--- src/rtl/text_grid_renderer_if.sv ---
// -----------------------------------------------------------------------------
// text_grid_renderer_if
//   Glyph-job handshake between the character-cell renderer (master) and the
//   downstream shape renderer (slave). A job is transferred on a cycle where
//   job_valid and job_ready are both high.
//
//   job_valid         master -> slave  job fields below are meaningful
//   job_ready         slave  -> master slave accepts the job this cycle
//   job_shape         master -> slave  glyph bitmap (GLYPH_BITS)
//   job_fg / job_bg   master -> slave  colour indices after cursor overlay
//   job_base_address  master -> slave  top-left pixel address of the cell
// -----------------------------------------------------------------------------
interface text_grid_renderer_if #(
    parameter int GLYPH_BITS    = 128,
    parameter int FB_ADDR_WIDTH = 20
);
    logic                     job_valid;
    logic                     job_ready;
    logic [GLYPH_BITS-1:0]    job_shape;
    logic [3:0]               job_fg;
    logic [3:0]               job_bg;
    logic [FB_ADDR_WIDTH-1:0] job_base_address;

    modport master (
        output job_valid, job_shape, job_fg, job_bg, job_base_address,
        input  job_ready
    );

    modport slave (
        input  job_valid, job_shape, job_fg, job_bg, job_base_address,
        output job_ready
    );
endinterface

--- src/rtl/text_grid_renderer.sv ---
// -----------------------------------------------------------------------------
// text_grid_renderer
//   Double-buffered character-cell renderer. Once per frame it walks every
//   cell of the text RAM in raster order, fetches the glyph from the font ROM
//   and issues one glyph job per cell (shape, colours, pixel base address) to
//   the shape renderer. Rendering targets the buffer not being displayed; the
//   buffers swap when the VGA scan reports paint_done after a frame finishes.
//
//   clk, rst           clock; asynchronous active-low reset
//   text_addr          text RAM address (line*COLUMNS+col)
//   text_data          {bg, fg, code}, one cycle after text_addr
//   font_addr          font ROM address (character code)
//   font_data          glyph bitmap, one cycle after font_addr
//   cursor_col/line    cursor position, latched at the start of each frame
//   cursor_mode        0 hidden, 1 steady, 2 blink, 3 hidden
//   job                glyph-job handshake (master side)
//   render_busy        downstream is still writing pixels
//   paint_done         pulse: scan of the displayed buffer finished
//   vga_base_address   base address of the displayed buffer
//   frame_done         pulse: every cell of the frame rendered and drained
// -----------------------------------------------------------------------------
module text_grid_renderer #(
    parameter int COLUMNS       = 80,
    parameter int LINES         = 30,
    parameter int CHAR_WIDTH    = 8,
    parameter int CHAR_HEIGHT   = 16,
    parameter int CODE_WIDTH    = 8,
    parameter int FB_ADDR_WIDTH = 20,
    parameter int FRAME_WORDS   = 307200,
    parameter int BLINK_FRAMES  = 16,
    localparam int CELLS        = COLUMNS * LINES,
    localparam int TA_W         = (CELLS > 1) ? $clog2(CELLS) : 1,
    localparam int COL_W        = (COLUMNS > 1) ? $clog2(COLUMNS) : 1,
    localparam int LINE_W       = (LINES > 1) ? $clog2(LINES) : 1,
    localparam int SCREEN_WIDTH = COLUMNS * CHAR_WIDTH,
    localparam int GLYPH_BITS   = CHAR_WIDTH * CHAR_HEIGHT
) (
    input  logic                     clk,
    input  logic                     rst,
    output logic [TA_W-1:0]          text_addr,
    input  logic [CODE_WIDTH+7:0]    text_data,
    output logic [CODE_WIDTH-1:0]    font_addr,
    input  logic [GLYPH_BITS-1:0]    font_data,
    input  logic [COL_W-1:0]         cursor_col,
    input  logic [LINE_W-1:0]        cursor_line,
    input  logic [1:0]               cursor_mode,
    text_grid_renderer_if.master     job,
    input  logic                     render_busy,
    input  logic                     paint_done,
    output logic [FB_ADDR_WIDTH-1:0] vga_base_address,
    output logic                     frame_done
);

    localparam int BLINK_W = (BLINK_FRAMES > 1) ? $clog2(BLINK_FRAMES) : 1;

    localparam logic [COL_W-1:0]         LAST_COL    = COL_W'(COLUMNS - 1);
    localparam logic [LINE_W-1:0]        LAST_LINE   = LINE_W'(LINES - 1);
    localparam logic [BLINK_W-1:0]       BLINK_LAST  = BLINK_W'(BLINK_FRAMES - 1);
    localparam logic [FB_ADDR_WIDTH-1:0] FRAME_BASE  = FB_ADDR_WIDTH'(FRAME_WORDS);
    localparam logic [FB_ADDR_WIDTH-1:0] LINE_STRIDE = FB_ADDR_WIDTH'(CHAR_HEIGHT * SCREEN_WIDTH);
    localparam logic [FB_ADDR_WIDTH-1:0] COL_STRIDE  = FB_ADDR_WIDTH'(CHAR_WIDTH);

    typedef enum logic [2:0] {
        S_TEXT,
        S_FONT,
        S_SHAPE,
        S_ISSUE,
        S_DRAIN,
        S_WAIT_PAINT
    } stateT;

    stateT                     state;
    logic [COL_W-1:0]          colIdx;
    logic [LINE_W-1:0]         lineIdx;
    logic [TA_W-1:0]           textAddr;
    logic                      displaySel;
    logic [BLINK_W-1:0]        blinkCnt;
    logic                      blinkPhase;

    // Cursor as sampled at cell (0,0); held for the whole frame.
    logic [COL_W-1:0]          latchCol;
    logic [LINE_W-1:0]         latchLine;
    logic [1:0]                latchMode;

    logic [3:0]                cellFg;
    logic [3:0]                cellBg;

    logic                      jobValid;
    logic [GLYPH_BITS-1:0]     jobShape;
    logic [3:0]                jobFg;
    logic [3:0]                jobBg;
    logic [FB_ADDR_WIDTH-1:0]  jobBase;
    logic                      frameDone;

    logic                      cursorHit;
    logic [FB_ADDR_WIDTH-1:0]  renderBase;
    logic [FB_ADDR_WIDTH-1:0]  cellBase;

    // Render into whichever buffer is not on screen.
    assign renderBase = displaySel ? '0 : FRAME_BASE;
    assign cellBase   = renderBase
                      + (FB_ADDR_WIDTH'(lineIdx) * LINE_STRIDE)
                      + (FB_ADDR_WIDTH'(colIdx) * COL_STRIDE);

    // Modes 0 and 3 never draw; a latched position outside the grid never
    // matches a real (col,line) pair.
    assign cursorHit = (colIdx == latchCol) && (lineIdx == latchLine) &&
                       ((latchMode == 2'd1) || ((latchMode == 2'd2) && blinkPhase));

    assign text_addr        = textAddr;
    // NOTE: font_addr is steered straight from text_data while in S_FONT; a
    // registered copy would arrive one cycle late and font_data would not be
    // ready for S_SHAPE. Outside S_FONT it is forced to zero.
    assign font_addr        = (state == S_FONT) ? text_data[CODE_WIDTH-1:0] : '0;
    assign vga_base_address = displaySel ? FRAME_BASE : '0;
    assign frame_done       = frameDone;

    assign job.job_valid        = jobValid;
    assign job.job_shape        = jobShape;
    assign job.job_fg           = jobFg;
    assign job.job_bg           = jobBg;
    assign job.job_base_address = jobBase;

    // NOTE: every register below is updated with non-blocking assignments so
    // that all branches see the pre-edge values of colIdx, lineIdx and state.
    always_ff @(posedge clk or negedge rst) begin
        if (!rst) begin
            state      <= S_TEXT;
            colIdx     <= '0;
            lineIdx    <= '0;
            textAddr   <= '0;
            displaySel <= 1'b0;
            blinkCnt   <= '0;
            blinkPhase <= 1'b0;
            latchCol   <= '0;
            latchLine  <= '0;
            latchMode  <= '0;
            cellFg     <= '0;
            cellBg     <= '0;
            jobValid   <= 1'b0;
            jobShape   <= '0;
            jobFg      <= '0;
            jobBg      <= '0;
            jobBase    <= '0;
            frameDone  <= 1'b0;
        end else begin
            frameDone <= 1'b0;
            case (state)
                S_TEXT: begin
                    // First cell of the frame: freeze the cursor so it cannot
                    // tear if software moves it mid-frame.
                    if ((colIdx == '0) && (lineIdx == '0)) begin
                        latchCol  <= cursor_col;
                        latchLine <= cursor_line;
                        latchMode <= cursor_mode;
                    end
                    state <= S_FONT;
                end
                S_FONT: begin
                    cellBg <= text_data[CODE_WIDTH+7:CODE_WIDTH+4];
                    cellFg <= text_data[CODE_WIDTH+3:CODE_WIDTH];
                    state  <= S_SHAPE;
                end
                S_SHAPE: begin
                    jobShape <= font_data;
                    jobBase  <= cellBase;
                    if (cursorHit) begin
                        jobFg <= cellBg;
                        jobBg <= cellFg;
                    end else begin
                        jobFg <= cellFg;
                        jobBg <= cellBg;
                    end
                    jobValid <= 1'b1;
                    state    <= S_ISSUE;
                end
                S_ISSUE: begin
                    if (job.job_ready) begin
                        jobValid <= 1'b0;
                        if ((colIdx == LAST_COL) && (lineIdx == LAST_LINE)) begin
                            state <= S_DRAIN;
                        end else begin
                            if (colIdx == LAST_COL) begin
                                colIdx  <= '0;
                                lineIdx <= lineIdx + 1'b1;
                            end else begin
                                colIdx <= colIdx + 1'b1;
                            end
                            // Raster order makes the cell index a plain count.
                            textAddr <= textAddr + 1'b1;
                            state    <= S_TEXT;
                        end
                    end
                end
                S_DRAIN: begin
                    if (!render_busy) begin
                        frameDone <= 1'b1;
                        if (blinkCnt == BLINK_LAST) begin
                            blinkCnt   <= '0;
                            blinkPhase <= ~blinkPhase;
                        end else begin
                            blinkCnt <= blinkCnt + 1'b1;
                        end
                        state <= S_WAIT_PAINT;
                    end
                end
                S_WAIT_PAINT: begin
                    // paint_done is only honoured here; earlier pulses are lost.
                    if (paint_done) begin
                        displaySel <= ~displaySel;
                        colIdx     <= '0;
                        lineIdx    <= '0;
                        textAddr   <= '0;
                        state      <= S_TEXT;
                    end
                end
                default: state <= S_TEXT;
            endcase
        end
    end

endmodule

--- src/flat_wrapper.sv ---
// flat-port wrapper written by rule: the top's interface ports become plain ports
module text_grid_renderer_flat 
#(
    parameter int COLUMNS       = 80,
    parameter int LINES         = 30,
    parameter int CHAR_WIDTH    = 8,
    parameter int CHAR_HEIGHT   = 16,
    parameter int CODE_WIDTH    = 8,
    parameter int FB_ADDR_WIDTH = 20,
    parameter int FRAME_WORDS   = 307200,
    parameter int BLINK_FRAMES  = 16,
    localparam int CELLS        = COLUMNS * LINES,
    localparam int TA_W         = (CELLS > 1) ? $clog2(CELLS) : 1,
    localparam int COL_W        = (COLUMNS > 1) ? $clog2(COLUMNS) : 1,
    localparam int LINE_W       = (LINES > 1) ? $clog2(LINES) : 1,
    localparam int SCREEN_WIDTH = COLUMNS * CHAR_WIDTH,
    localparam int GLYPH_BITS   = CHAR_WIDTH * CHAR_HEIGHT
)
  (clk, rst, text_addr, text_data, font_addr, font_data, cursor_col, cursor_line, cursor_mode, render_busy, paint_done, vga_base_address, frame_done, job_job_valid, job_job_shape, job_job_fg, job_job_bg, job_job_base_address, job_job_ready);
  text_grid_renderer_if #(.GLYPH_BITS(((8) * (16))), .FB_ADDR_WIDTH(FB_ADDR_WIDTH)) job_i ();
  input  logic clk;
  input  logic rst;
  output logic [TA_W-1:0] text_addr;
  input  logic [CODE_WIDTH+7:0] text_data;
  output logic [CODE_WIDTH-1:0] font_addr;
  input  logic [GLYPH_BITS-1:0] font_data;
  input  logic [COL_W-1:0] cursor_col;
  input  logic [LINE_W-1:0] cursor_line;
  input  logic [1:0] cursor_mode;
  input  logic render_busy;
  input  logic paint_done;
  output logic [FB_ADDR_WIDTH-1:0] vga_base_address;
  output logic frame_done;
  output wire logic [$bits(job_i.job_valid)-1:0] job_job_valid;
  output wire logic [$bits(job_i.job_shape)-1:0] job_job_shape;
  output wire logic [$bits(job_i.job_fg)-1:0] job_job_fg;
  output wire logic [$bits(job_i.job_bg)-1:0] job_job_bg;
  output wire logic [$bits(job_i.job_base_address)-1:0] job_job_base_address;
  input wire logic [$bits(job_i.job_ready)-1:0] job_job_ready;
  assign job_job_valid = job_i.job_valid;
  assign job_job_shape = job_i.job_shape;
  assign job_job_fg = job_i.job_fg;
  assign job_job_bg = job_i.job_bg;
  assign job_job_base_address = job_i.job_base_address;
  assign job_i.job_ready = job_job_ready;
  text_grid_renderer #(.COLUMNS(COLUMNS), .LINES(LINES), .CHAR_WIDTH(CHAR_WIDTH), .CHAR_HEIGHT(CHAR_HEIGHT), .CODE_WIDTH(CODE_WIDTH), .FB_ADDR_WIDTH(FB_ADDR_WIDTH), .FRAME_WORDS(FRAME_WORDS), .BLINK_FRAMES(BLINK_FRAMES)) u_core (.clk(clk), .rst(rst), .text_addr(text_addr), .text_data(text_data), .font_addr(font_addr), .font_data(font_data), .cursor_col(cursor_col), .cursor_line(cursor_line), .cursor_mode(cursor_mode), .job(job_i), .render_busy(render_busy), .paint_done(paint_done), .vga_base_address(vga_base_address), .frame_done(frame_done));
endmodule
--- config.mk ---
export PLATFORM = sky130hd
export DESIGN_NAME = text_grid_renderer_flat
export DESIGN_NICKNAME = d
export VERILOG_FILES = /design/src/rtl/text_grid_renderer_if.sv /design/src/rtl/text_grid_renderer.sv /design/src/flat_wrapper.sv
export SDC_FILE = /design/constraint.sdc
export NUM_CORES = 1
export LEC_CHECK = 0
export CORE_AREA = 5 5 143 145
export CTS_BUF_LIST = sky130_fd_sc_hd__clkbuf_8
export DETAILED_ROUTE_END_ITERATION = 16
export DIE_AREA = 0 0 148 150
export GPL_ROUTABILITY_DRIVEN = 1
export PLACE_DENSITY = 0.92
export SLEW_MARGIN = 20
export SYNTH_ARGS = -nofsm -noshare
export SYNTH_HDL_FRONTEND = slang
export SYNTH_SLANG_ARGS = --single-unit
--- constraint.sdc ---
create_clock -name clk -period 4.4 [get_ports clk]
set_input_delay 0.44 -clock clk [delete_from_list [all_inputs] [get_ports clk]]
set_output_delay 0.44 -clock clk [all_outputs]
set_load 0.03 [all_outputs]
Yosys cells after proc, flatten, opt, wreduce, memory -nomap -nowiden
Index checks and enable logic that the tools add are counted.
- bits in registers: 213
- input bits: 163
- output and inout bits: 198
- word-level logic and storage cells: 93
- $add $sub $neg: 6
- $mul: 1
- equal/unequal tests: 17
- multiplexer cells: 29
- bitwise logic cells: 3
- reduce and logical (&&, ||, !) cells: 19
- operators with widths (operator ; number):
    $mux W19 ; 2
    $mux W12 ; 3
    $mux W7 ; 4
    $pmux W12 S2 ; 1
    $add A20 B10 Y20 ; 1
    $add A20 B19 Y20 ; 1
    $mux W5 ; 4
    $pmux W3 S6 ; 1
    $pmux W7 S2 ; 1
    $add A12 B1 Y12 const B ; 1
    $mux W3 ; 4
    $mux W4 ; 3
    $pmux W5 S2 ; 1
    $mul A5 B3 Y8 const B ; 1
    $mux W8 ; 1
    $ne A2 B2 Y1 const B ; 4
    $reduce_and A2 Y1 ; 4
    $add A7 B1 Y7 const B ; 1
    $eq A7 B7 Y1 ; 1
    $eq A7 B7 Y1 const B ; 1
    $logic_not A7 Y1 ; 1
    $eq A3 B2 Y1 const B ; 2
    $eq A3 B3 Y1 const B ; 2
    $reduce_and A3 Y1 ; 2
    other kinds (19) ; 28

Depth between registers and ports, before layout
Gate-level depths: netlist (run 1).
- depth in word-level cells: 5
- gate-level depth with buffers: 9
- depth with buffers taken out: 9

Worst setup path after synthesis (run 1)
OpenSTA, ideal clock, no wires.
- path type: flip-flop to flip-flop
- start point: reg u_core.lineIdx[3]
- end point: reg u_core.jobBase[18] (netlist: u_core.job.job_base_address[18])
- library setup time: 0.122 ns
- data arrival time: 2.252 ns
- setup slack: 2.027 ns
- cell stages (with the launch flop): 10
- clock period less this slack: 2.373 ns
- cells stage by stage: dfrtp_1 > ha_1 > ha_1 > fa_1 > ha_1 > and3b_1 > o21bai_1 > nor3_1 > mux2i_1 > nand2_1
- longest elaborated chain between the ends: 3
- ends and longest elaborated chain (element ; RTL line ; text):
    start: declaration ; text_grid_renderer.sv:74 ; logic [LINE_W-1:0] lineIdx;
    start signal: assignment ; text_grid_renderer.sv:185 ; lineIdx <= lineIdx + 1'b1;
    $mul A5 B3 Y8 ; text_grid_renderer.sv:102 ; + (FB_ADDR_WIDTH'(lineIdx) * LINE_STRIDE)
    $add A20 B19 Y20 ; text_grid_renderer.sv:102 ;
    $add A20 B10 Y20 ; text_grid_renderer.sv:103 ; + (FB_ADDR_WIDTH'(colIdx) * COL_STRIDE);
    end signal: assignment ; text_grid_renderer.sv:166 ; jobBase <= cellBase;
    end: declaration ; text_grid_renderer.sv:92 ; logic [FB_ADDR_WIDTH-1:0] jobBase;
No other way between the ends.
A chain may end at the register's enable or synchronous reset.

Worst setup path after layout (run 1)
- start point: reg u_core.state[0]
- end point: out font_addr[0]
- longest elaborated chain between the ends: 2
- ends and longest elaborated chain (element ; RTL line ; text):
    start: declaration ; text_grid_renderer.sv:72 ; stateT state;
    start signal: assignment ; text_grid_renderer.sv:128 ; state <= S_TEXT;
    start signal: assignment ; text_grid_renderer.sv:157 ; state <= S_FONT;
    start signal: assignment ; text_grid_renderer.sv:162 ; state <= S_SHAPE;
    $eq A3 B1 Y1 ; text_grid_renderer.sv:114 ; assign font_addr = (state == S_FONT) ? text_data[CODE_WIDTH-1:0] : '0;
    $mux W8 ; text_grid_renderer.sv:114 ;
    end: declaration ; flat_wrapper.sv:25 ; output logic [CODE_WIDTH-1:0] font_addr;
No other way between the ends.

==> metrics, run 1 <==
Die Y 150 um; Worst R2R Setup Slack 1.84 ns; setup violators final 0; Finished Core Util 0.6992; most frequent cells in the layout nand2_1, clkdlybuf4s50_1, dfrtp_1, clkbuf_8, o21ai_0; HP Class primary input to async pin; post_cts resized 0; drt wl/cell 17.14 um; number of global-route vias before repair 7893; ANT cells 0; commonest non-fill, non-tap cell in the layout nand2_1; register area share after synthesis 0.5730; area of the multi-input gates 3535 um2; drt via density roughly 5.0; CTS tree yes; CP required 3.96 ns; number of max-cap violations 0; largest cells by area after synthesis dfrtp_1, nand2_1, mux2_2, ha_1, buf_4; Seq. cell area between 5000 and 6000 um2; DR DRC count 0; grt total ovfl 0; status completed; Yosys cell types 49; setup repair bufs after CTS 0; clk_lat worst skew 0.52 ns; Fin Setup TNS 0 ns; Die Outline Area 22200 um2; TritonCTS Buffers 37; min setup slack post-route ~1.5 ns; Clock Tree Buf Depth 3; Cell Area, Synth around 9100 um2; Rel. slew slack 0.5053; Clock Sink Count 209; HPWL after detailed placement just under 20000 um; CP endpoint kind output pin; final critical-path required period 2.897 ns; RSZ-0062 raised after global routing no; synthesis-stage register bit count 209; YS warnings 0; IO Pins 361; gr usage total 0.2302; critical path type register to output pin; nets roughly 1500; fraction of layout cells with a size suffix above 1 0.07477; Crit Reg-Reg Startpoint u_core.lineIdx[1]$_DFFE_PN0P_; Max Clock Freq 345.1 MHz; crit-path max FO 16; hold_ws 0.3885 ns; Finished Layout Cells 1562; effective utilization at floorplan 0.4784; number of synthesized flops with an enable pin 0; Final Skew between 0.02 and 0.025 ns; htree depth 2; Fin. Hold Viols 0; period utilization 0.6585; Worst-Margin Slew around 0.74 ns; reg2reg end u_core.job.job_base_address[18]$_DFFE_PN0P_; DR iter-0 viols 566; PwrDens 774.3 nW/um2; Routed Antenna Nets 0; total vias in the final route 7792; Startpoint Class register; placed insts 1493; 1st-pass router iterations 7; Synth Instances 963; core box area 19080 um2; Crit. Startpoint u_core.state[0]$_DFFE_PN0P_; peak supply drop 0.0004600 V; Area Overhead vs Synth 46.15%; routed wire length 26770 um; IO buf count 340; Slew Viols, Final 0; top_reg_cell synth dfrtp_1; initial antenna violation count 0; die width 148 um; Pleak 6.446 nW; pin count of the biggest net entering global routing between 100 and 150; clk slew on worst S/H paths 0.06 ns; gp weighted congestion 0.8507; Post-Syn Area per Cell 9.478 um2; Cell Rows 51; first-pass GRT wire length 41080 um; asr flop ratio synth 1.000; Synth area leader dfrtp_1; worst reg2reg path depth 9; fill count ~1300; CTS root buf clkbuf_8; Yosys top cell area share 0.5730; pre-CTS WS 1.859 ns; CP arrival 2.46 ns
## synth_stat cells (2+ instances only)
library cell  count
nand2_1         433
dfrtp_1         209
clkbuf_1         32
buf_4            26
o21ai_0          26
mux2_2           24
nor2_1           23
xnor2_1          22
ha_1             17
nand3_1          15
xor2_1           14
nor4_1           11
and2_1           10
inv_1             9
mux2i_1           9
a21oi_1           8
buf_2             8
nand4_1           6
nor3_1            6
a31oi_1           4
and3b_1           4
buf_1             4
buf_6             4
nor2b_1           3
nor3b_1           3
a21o_1            2
and3_1            2
fa_1              2
nand2b_1          2
nand3b_1          2
nor4b_2           2
o21ai_1           2
o21bai_1          2
o31ai_1           2
## worst max-delay path by stage
stage | to | cells past startpoint | slack (ns)
2_1_floorplan | u_core.job.job_base_address[18]$_DFFE_PN0P_ | 9 | 2.03
3_3_place_gp | u_core.job.job_base_address[18]$_DFFE_PN0P_ | 9 | 1.90
3_5_place_dp | u_core.job.job_base_address[18]$_DFFE_PN0P_ | 9 | 1.86
4_1_cts | font_addr[0] | 4 | 1.47
5_1_grt | font_addr[0] | 4 | 1.37
6_report | font_addr[0] | 4 | 1.50
## stage by stage
stage               area [um2]  power (W)
floorplan                 9199   0.006434
global placement         12580   0.008461
detailed placement       12580   0.008650
CTS                      13300    0.01042
global route             13340    0.01098
finish                   13340    0.01033
## power breakdown
| part | internal [W] | switching [W] |
|---|---|---|
| Sequential | 0.00278 | 0.000599 |
| Clock | 0.000930 | 0.000786 |
| Combinational | 0.00205 | 0.00318 |
| Total | 0.00577 | 0.00456 |
## what timing repair did
| action | in CTS | in global routing |
|---|---|---|
| endpoints found under the setup margin | 0 | 0 |
| hold buffers | 0 | 1 |
| hold endpoints to repair | 0 | 33 |
## state kept, by name, summed over array words and instances, names as in the netlist, 3 cells and up
name,flops
u_core.blinkCnt,4
u_core.cellBg,4
u_core.cellFg,4
u_core.colIdx,7
u_core.job.job_base_address,16
u_core.job.job_bg,4
u_core.job.job_fg,4
u_core.job.job_shape,128
u_core.latchCol,7
u_core.latchLine,5
u_core.lineIdx,5
u_core.state,3
u_core.text_addr,12
## metal layers
metal	GRT usage	wire, um	vias up
met4	0.09238	953	0
met5	0	0	-
met3	0.05784	1957	67
li1	-	-	3696
met1	0.2778	10240	3699
met2	0.3971	13620	330
## worst max-delay path, stage by stage, from the launching register on
cell and delay (ns):
dfrtp_1 0.64, nor3b_2 0.25, buf_4 0.23, and2_1 0.16
clkdlybuf4s50_1 0.68
## area by class of cell
type                       count  area share
multi-input combinational    690      0.2650
tap                          238     0.02232
inverter                       9    0.002532
clock inverter                22    0.007597
sequential                   209      0.3920
clock buffer                  45     0.04643
timing repair buffer         349      0.2641
## logic make-up (layout without fill, tap and decap cells)
kind of cell | after synthesis | count (layout) | share of synthesized area
mux | 33 | 33 | 0.03948
simple gates | 530 | 530 | 0.2429
compound gates | 52 | 52 | 0.03276
other cells | 1 | 20 | 0.0004108
xor+xnor | 36 | 36 | 0.03454
flops | 209 | 209 | 0.5730
fa+ha+maj | 19 | 19 | 0.02769
buf+inv | 83 | 425 | 0.04921
Note: power is estimated with default switching activity, not from simulation.
==> inputs of run 2 (changes only) <==
CORE_AREA = 5 5 156 158   (was 5 5 143 145)
DIE_AREA = 0 0 161 163   (was 0 0 148 150)
PLACE_DENSITY = 0.82   (was 0.92)
clock period = 2.63 ns   (was 4.4 ns; I/O delays follow)
==> metrics, run 2 (synthesized netlist as in run 1, its figures left out) <==
status completed; Crit Reg-Reg Startpoint u_core.lineIdx[0]$_DFFE_PN0P_; CP max stage delay 0.46 ns; Final Skew 0.01666 ns; IO Pins 361; Fin. Hold Viols 0; drt wl/cell 16.29 um; Crit path top cell by count ha_1; placed insts 1559; crit-path cells ha_1, ha_1, fa_1, ha_1, and3b_1, o21bai_1, nor3_1, mux2i_1, nand2_1; Pleak 6.567 nW; Die Y 163 um; Worst-Margin Slew 0.7908 ns; nets 1492; CP required 3.00 ns; commonest non-fill, non-tap cell in the layout nand2_1; core box area 22980 um2; Die Outline Area ~26000 um2; most frequent cells in the layout nand2_1, clkdlybuf4s50_1, dfrtp_1, clkbuf_8, o21ai_0; gr usage total 0.1943; Largest register FFs 128; peak supply drop 0.0006303 V; drt via density 4.784; DR iter-0 viols 473; CP endpoint kind register; Max Clock Freq 397.9 MHz; grt total ovfl 0; Area Overhead vs Synth 48.73%; IO buf count 340; setup violators final 0; pin count of the biggest net entering global routing 72; HP Class primary input to register; clk_lat worst skew ~0.5 ns; clk slew on worst S/H paths roughly 0.06 ns; first-pass GRT wire length 41490 um; Clock Sink Count 209; gp weighted congestion 0.8217; Crit. Startpoint u_core.lineIdx[0]$_DFFE_PN0P_; Fin Setup TNS 0 ns; DR DRC count 0; 1st-pass router iterations 5; hold path startpoint font_data[64]; Routed Antenna Nets 0; Slew Viols, Final 0; Cell Rows 56; effective utilization at floorplan 0.3972; fin area between 10000 and 15000 um2; final critical-path required period 2.513 ns; crit-path max FO 6; Startpoint Class register; Clock Tree Buf Depth 3; setup repair bufs after CTS 0; number of global-route vias before repair 7772; fill count between 1500 and 2000; ANT cells 0; RSZ-0062 raised after global routing no; CP arrival about 2.9 ns; routed wire length between 20000 and 30000 um; htree depth 2; Finished Layout Cells 1628; PwrDens 1300 nW/um2; TritonCTS Buffers 38; die width about 160 um; HPWL after detailed placement ~20000 um; number of max-cap violations 0; Rel. slew slack 0.4728; Worst R2R Setup Slack ~0.12 ns; placed cell areas 12770 um2; fraction of layout cells with a size suffix above 1 0.09043; CTS root buf clkbuf_8; period utilization 0.9555; initial antenna violation count 0; critical path type register to register; total vias in the final route 7789; CTS tree yes; Slowest-stage cell, CP dfrtp_2
-- run 2: changes by cell type in the layout (fill, tap and decap cells not counted), sizes merged --
cell and delta:
clkinv -4, bufinv +2, clkdlybuf4s50 -8, clkbuf +3, buf +20, clkinvlp -1, inv +2
-- run 2: metrics by stage --
stage | worst slack, ns | utilization | hold slack, ns | power (W)
floorplan | 0.2566 | - | -0.03259 | 0.01076
global placement | 0.08607 | 0.5556 | 0.2957 | 0.01435
detailed placement | 0.1209 | 0.5557 | 0.2991 | 0.01463
CTS | 0.08717 | 0.5906 | 0.2318 | 0.01787
global route | 0.03154 | 0.5907 | 0.2557 | 0.01874
finish | 0.1169 | 0.5907 | 0.2720 | 0.01764
-- run 2: path summary, 6_finish.rpt --
| path | end | cells past startpoint |
|---|---|---|
| worst min-delay path | u_core.job.job_shape[64]$_DFFE_PN0P_ | 3 |
| worst max-delay path | u_core.job.job_base_address[18]$_DFFE_PN0P_ | 9 |
| worst min register to register | u_core.job.job_shape[3]$_DFFE_PN0P_ | 2 |
| min in group asynchronous | u_core.text_addr[5]$_DFFE_PN0P_ | 2 |
| worst max register to register | u_core.job.job_base_address[18]$_DFFE_PN0P_ | 9 |
| max in group asynchronous | u_core.job.job_shape[118]$_DFFE_PN0P_ | 3 |
-- run 2: critical path: cells and delay by family (launching register included) --
| kind | cells | cell delay, ns |
|---|---|---|
| flip-flops | 1 | 0.46 |
| AND/OR/NAND/NOR | 3 | 0.34 |
| multiplexers | 1 | 0.13 |
| adder cells (fa/ha/maj) | 4 | 1.22 |
| AO/OA/AOI/OAI | 1 | 0.22 |
-- run 2: where the power goes --
group | internal, W | switching (W)
clock | 0.00181 | 0.00133
sequential | 0.00466 | 0.000893
combinational | 0.00354 | 0.00541
total | 0.0100 | 0.00763
-- run 2: cell type report --
class                      count  area [um2]  area share
sequential                   209        5231      0.3853
timing repair buffer         362        3617      0.2665
multi-input combinational    690        3538      0.2606
clock buffer                  47       646.9     0.04765
tap                          290       362.8     0.02673
clock inverter                21       145.1     0.01069
inverter                       9       33.78    0.002488
-- run 2: metal layers --
| layer | vias up | track usage | wire (um) |
|---|---|---|---|
| met3 | 66 | 0.05264 | 1911 |
| met4 | 0 | 0.06902 | 830 |
| met2 | 331 | 0.3367 | 13320 |
| met1 | 3661 | 0.2343 | 10460 |
| met5 | - | 0 | 0 |
| li1 | 3731 | - | - |
-- run 2: repair_timing --
| action | 4_1_cts | 5_1_grt |
|---|---|---|
| resized for setup | 0 | 1 |
| hold endpoints to repair | 56 | 0 |
| endpoints found under the setup margin | 0 | 1 |
| hold buffers | 1 | 0 |
==> inputs of run 3 (changes only) <==
HOLD_SLACK_MARGIN = 0.05   (was unset)
==> results of run 3 <==
Same layout as run 2: the final DEF is identical, and so are final timing and power.
